==> config.mk <==
export PLATFORM = sky130hd
export DESIGN_NAME = fifo_read_ctrl
export DESIGN_NICKNAME = d
export VERILOG_FILES = /design/src/rtl/fifo_read_ctrl.sv
export SDC_FILE = /design/constraint.sdc
export NUM_CORES = 1
export LEC_CHECK = 0
export ABC_AREA = 1
export CELL_PAD_IN_SITES_DETAIL_PLACEMENT = 1
export CELL_PAD_IN_SITES_GLOBAL_PLACEMENT = 1
export CORE_MARGIN = 2
export CORE_UTILIZATION = 35
export DETAILED_ROUTE_END_ITERATION = 10
export GPL_TIMING_DRIVEN = 0
export PLACE_DENSITY_LB_ADDON = 0.05
export SLEW_MARGIN = 15
export SYNTH_ARGS = -nofsm -noshare
export SYNTH_HDL_FRONTEND = slang
export SYNTH_SLANG_ARGS = --single-unit
==> constraint.sdc <==
create_clock -name R_CLK -period 3 [get_ports R_CLK]
set_input_delay 0.3 -clock R_CLK [delete_from_list [all_inputs] [get_ports R_CLK]]
set_output_delay 0.3 -clock R_CLK [all_outputs]
set_load 0.05 [all_outputs]
==> src/rtl/fifo_read_ctrl.sv <==
// Read-side pointer and flag controller for an asynchronous FIFO.
// Owns the binary read pointer, publishes it as Gray, and derives EMPTY, level and underflow.
module fifo_read_ctrl #(
    parameter int Addr_width = 5
) (
    input  logic                  R_CLK,
    input  logic                  R_RST,
    input  logic                  R_INC,
    input  logic [Addr_width-1:0] Wr_gray_sync,
    output logic [Addr_width-2:0] R_addr,
    output logic [Addr_width-1:0] Rd_gray_ptr,
    output logic                  R_EMPTY,
    output logic [Addr_width-1:0] R_level,
    output logic                  R_underflow
);

    logic [Addr_width-1:0] rbin_q, rbin_d;
    logic [Addr_width-1:0] rgray_q, rgray_d;
    logic                  empty_q, empty_d;
    logic [Addr_width-1:0] level_q, level_d;
    logic                  underflow_q, underflow_d;
    logic [Addr_width-1:0] wbin;
    logic                  rd_en;

    // Gray-to-binary decode as a ripple of XOR2 stages, MSB first.
    for (genvar i = Addr_width - 1; i >= 0; i--) begin : g_dec
        logic b;
        if (i == Addr_width - 1) begin : g_msb
            assign b = Wr_gray_sync[i];
        end else begin : g_lsb
            assign b = g_dec[i+1].b ^ Wr_gray_sync[i];
        end
        assign wbin[i] = b;
    end

    always_comb begin
        rd_en       = R_INC & ~empty_q;
        rbin_d      = rbin_q + {{(Addr_width-1){1'b0}}, rd_en};
        rgray_d     = rbin_d ^ (rbin_d >> 1);
        empty_d     = (rgray_d == Wr_gray_sync);
        level_d     = wbin - rbin_d;
        underflow_d = R_INC & empty_q;
    end

    // NOTE: non-blocking assignments keep every register sampling pre-edge values.
    always_ff @(posedge R_CLK or posedge R_RST) begin
        if (R_RST) begin
            rbin_q      <= '0;
            rgray_q     <= '0;
            empty_q     <= 1'b1;
            level_q     <= '0;
            underflow_q <= 1'b0;
        end else begin
            rbin_q      <= rbin_d;
            rgray_q     <= rgray_d;
            empty_q     <= empty_d;
            level_q     <= level_d;
            underflow_q <= underflow_d;
        end
    end

    // Gray pointer is driven straight from a flop so the write-side synchronizer never sees glitches.
    assign R_addr      = rbin_q[Addr_width-2:0];
    assign Rd_gray_ptr = rgray_q;
    assign R_EMPTY     = empty_q;
    assign R_level     = level_q;
    assign R_underflow = underflow_q;

endmodule

## Word-level counts from Yosys, hierarchy flattened

Index checks and enable logic that the tools add are counted.

- $add $sub $neg: 2
- Multipliers: 0
- Divide/modulo/power cells: 0
- Order comparisons: 0
- Eq/ne operators: 1
- Shift operators: 0
- Muxes and demuxes: 0
- Bitwise gates (word level): 8
- Reductions and logical operators: 0

Operators by type and width:

| kind | count |
|---|---|
| adder 5 x 1 -> 5 bit | 1 |
| == test 5 bit | 1 |
| subtractor 5 bit | 1 |
| bitwise XOR 5 x 4 -> 5 bit | 1 |
| bitwise XOR 1 bit | 4 |
| AND 1 bit | 2 |
| inverter 1 bit | 1 |

- Bits in registers: 17
- Bits in latches: 0
- Bits in writable memories: 0
- ROM bits: 0
- Bits of input ports: 8
- Output and inout bits: 16
- Logic and storage cells: 16
- Memories kept: 0

## Logic depth before layout (Yosys ltp)

- Depth in word-level cells: 5
- Mapped depth: 16

## Least setup slack after synthesis

OpenSTA, ideal clock, no wires.

- Kind: register to register
- Start: reg empty_q (netlist: R_EMPTY)
- End: reg level_q[4] (netlist: R_level[4])
- Library setup time: 0.122 ns
- Data arrival time: 2.217 ns
- Data required time: 2.878 ns
- Path slack: 0.661 ns
- Cell stages (with the launch flop): 11
- Clock period less this slack: 2.339 ns
- Cell sequence: dfstp_2 nor2_1 ha_1 ha_1 inv_2 fa_1 nand2_1 inv_1 o21ai_2 nand2_1 xnor2_1

- Word-level cells in the longest chain between the ends: 4

Ends and longest elaborated chain:

| item | RTL line | text |
|---|---|---|
| start, declared | 19 | `logic empty_q, empty_d;` |
| start signal, assigned | 56 | `empty_q <= empty_d;` |
| inverter 1 bit | 37 | `rd_en = R_INC & ~empty_q;` |
| AND 1 bit | 37 |  |
| adder 5 x 1 -> 5 bit | 38 | `rbin_d = rbin_q + {{(Addr_width-1){1'b0}}, rd_en};` |
| net rbin_d[1] | 17 | `logic [Addr_width-1:0] rbin_q, rbin_d;` |
| subtractor 5 bit | 41 | `level_d = wbin - rbin_d;` |
| net level_d[4] | 20 | `logic [Addr_width-1:0] level_q, level_d;` |
| end signal, assigned | 57 | `level_q <= level_d;` |
| end, declared | 20 |  |

The timed path passes the listed nets, and every way through them passes these cells.

## Final worst setup path

- Start: in Wr_gray_sync[4]
- End: reg level_q[4] (netlist: R_level[4])

- Word-level cells in the longest chain between the ends: 5

Ends and longest elaborated chain:

| item | RTL line | text |
|---|---|---|
| start, declared | 9 | `input logic [Addr_width-1:0] Wr_gray_sync,` |
| bitwise XOR 1 bit (4 in a row) | 31 | `assign b = g_dec[i+1].b ^ Wr_gray_sync[i];` |
| subtractor 5 bit * | 41 |  |
| net level_d[4] | 20 |  |

Mark *: on every way through the listed nets, which the timed path passes. The rest lies on a longest branch.

==> metrics.txt <==
unrepaired setup endpoints after global routing=no; crit path launch type=input port; Die H=56.7 µm; max-slew violations=0; Setup crit end kind=register; Clock Tree Root=clkbuf_4; Final Wtd Congestion=0.729; period utilization=81.5%; Routed Antenna Nets=0; HPWL Detailed=1.79 mm; CTS Buf Count=3; vias in the first global route=889; DR pass1 iterations=4; Row Count=19; Mean Syn Cell Area=8.11 µm²; post-synth net total=134; Layout Nets=162; Seq/Total Area, Yosys=41.3%; I/O Buffers=23; Final Core Density=47.6%; share of cells above drive strength 1=21.1%; Setup WS pre-CTS=0.247 ns; Critical Path AT=2.64 ns; TritonCTS clock tree=done; Hold WC Path Type=in2async; synth unique cells=20; DRT iter0 DRCs=35; Post-Route WL=2.23 mm; DIE WIDTH=56.7 µm; Min Hold Slack=0.389 ns; WL/cell=12.5 µm; FF+latch area=402 µm²; clk buf depth=2; Clock Latency Late Sink=0.29 ns; fin crit period=2.45 ns; Worst EP required=3.19 ns; initial antenna violation count=0; Reg clk slew, reported paths=0.11 ns; Worst Skew=0.00379 ns; I/O pin cnt=24; yosys warns=0; setup bufs post-CTS=0; worst-margin pin slew=0.659 ns; Fillers=329; Critical Path Fanout Max=4; Core Area=2690 µm²; Post-CTS Resized=0; area of the multi-input gates=482 µm²; vias=839; count of final hold-check violations=0; n_diodes=0; post-synthesis cell area=973 µm²; DRC=0; Peak Freq=409 MHz; Via density=4.71; Final WS setup=0.555 ns; WS Path Type=in2reg; #FFs+latches synth=16; # hold bufs at CTS=0; P&R area growth vs syn=31.4%; htree depth=1; global route total overflow=0; setup violators final=0; starting density of the core=36.2%; Max-Cap Viols=0; largest net degree at the start of global routing=17; Tot GR Track Use=16.2%; Gate Count Post-Synth=120; # clock sinks=16; total negative setup slack=0 ns; Slew HR=56.0%; status=finished, final reports clean; global-route wire length before repair=4.05 mm; die area=3220 µm²
[final cells by class]
| type | count | share of cell area (%) |
|---|---|---|
| Inverter | 21 | 6.16 |
| Timing Repair Buffer | 23 | 18.0 |
| Buffer | 1 | 0.881 |
| Tap cell | 31 | 3.03 |
| Clock buffer | 4 | 2.84 |
| Sequential cell | 16 | 31.4 |
| Multi-Input combinational cell | 82 | 37.7 |
[worst paths after layout]
kind,start,end,slack [ns],depth (start not counted)
worst max register to register,R_EMPTY$_DFF_PP1_,R_level[4]$_DFF_PP0_,0.74,10
worst min register to register,R_EMPTY$_DFF_PP1_,R_underflow$_DFF_PP0_,0.49,2
min in group R_CLK,R_EMPTY$_DFF_PP1_,R_underflow$_DFF_PP0_,0.49,2
worst min-delay path,R_RST,rbin_q[1]$_DFF_PP0_,0.39,2
max in group asynchronous,R_RST,R_level[3]$_DFF_PP0_,2.19,2
worst max-delay path,Wr_gray_sync[4],R_level[4]$_DFF_PP0_,0.55,16
[synthesized netlist by cell type]
| cell type | instances | area, µm² |
|---|---|---|
| fa_1 | 1 | 20.0 |
| nand3_2 | 1 | 10.0 |
| nand2_1 | 31 | 116 |
| xor2_1 | 1 | 8.76 |
| ha_1 | 5 | 62.6 |
| xnor2_1 | 3 | 26.3 |
| inv_1 | 14 | 52.6 |
| a21oi_1 | 1 | 5.00 |
| dfstp_2 | 1 | 26.3 |
| nand4_1 | 3 | 18.8 |
| nand2_4 | 3 | 33.8 |
| nor2_2 | 1 | 6.26 |
| nand3_1 | 14 | 70.1 |
| o21ai_0 | 1 | 5.00 |
| dfrtp_1 | 15 | 375 |
| buf_6 | 1 | 11.3 |
| inv_2 | 7 | 26.3 |
| o21ai_2 | 1 | 8.76 |
| nor2_1 | 4 | 15.0 |
| nand2_2 | 12 | 75.1 |
[kinds of logic after synthesis]
kind of cell               after synthesis  synth area share (%)
AOI/OAI and AO/OA                        3                  1.93
xor gates and xnor gates                 4                  3.60
and+or+nand+nor                         69                  35.5
DFF                                     16                  41.3
buffers and inverters                   22                  9.25
adders and majority gates                6                  8.48
[registers in the layout, indices dropped and copies added, names as in the netlist]
signal,count
R_level,5
rbin_q,5
Rd_gray_ptr,4
R_EMPTY,1
R_underflow,1
[cells in the final DEF (no fill, tap or decap), types with 3 or more instances in the layout]
cell and n:
clkdlybuf4s50_1 23, dfrtp_1 15, nand2_1 31, ha_1 5
nand2_4 3, nand4_1 3, inv_1 14, nand2_2 12
nor2_1 4, xnor2_1 3, nand3_1 14, clkbuf_4 3
inv_2 7
[worst max-delay path, stage by stage]
cell             delay [ns]
clkdlybuf4s50_1        0.49
xnor2_1                0.28
nand2_1                0.09
nand2_2                0.10
nand2_1                0.10
nand2_2                0.12
nand2_1                0.06
nand2_1                0.06
ha_1                   0.18
inv_1                  0.06
fa_1                   0.37
nand2_1                0.08
inv_1                  0.06
o21ai_2                0.10
nand2_1                0.07
xnor2_1                0.12
[layer usage]
metal	share of wire (%)	track usage, %
met1	45	21.2
met2	51	27.2
met3	3.6	2.30
met4	0.94	5.98
met5	0	0
[metrics by stage]
stage,cells,instance area [µm²]
finish,178,1280
global route,178,1280
floorplan,120,973
detailed placement,174,1240
CTS,178,1280
global placement,174,1240
Power is not shown: default switching activity piles up to over one toggle a cycle in this logic, so the estimate is an artifact.
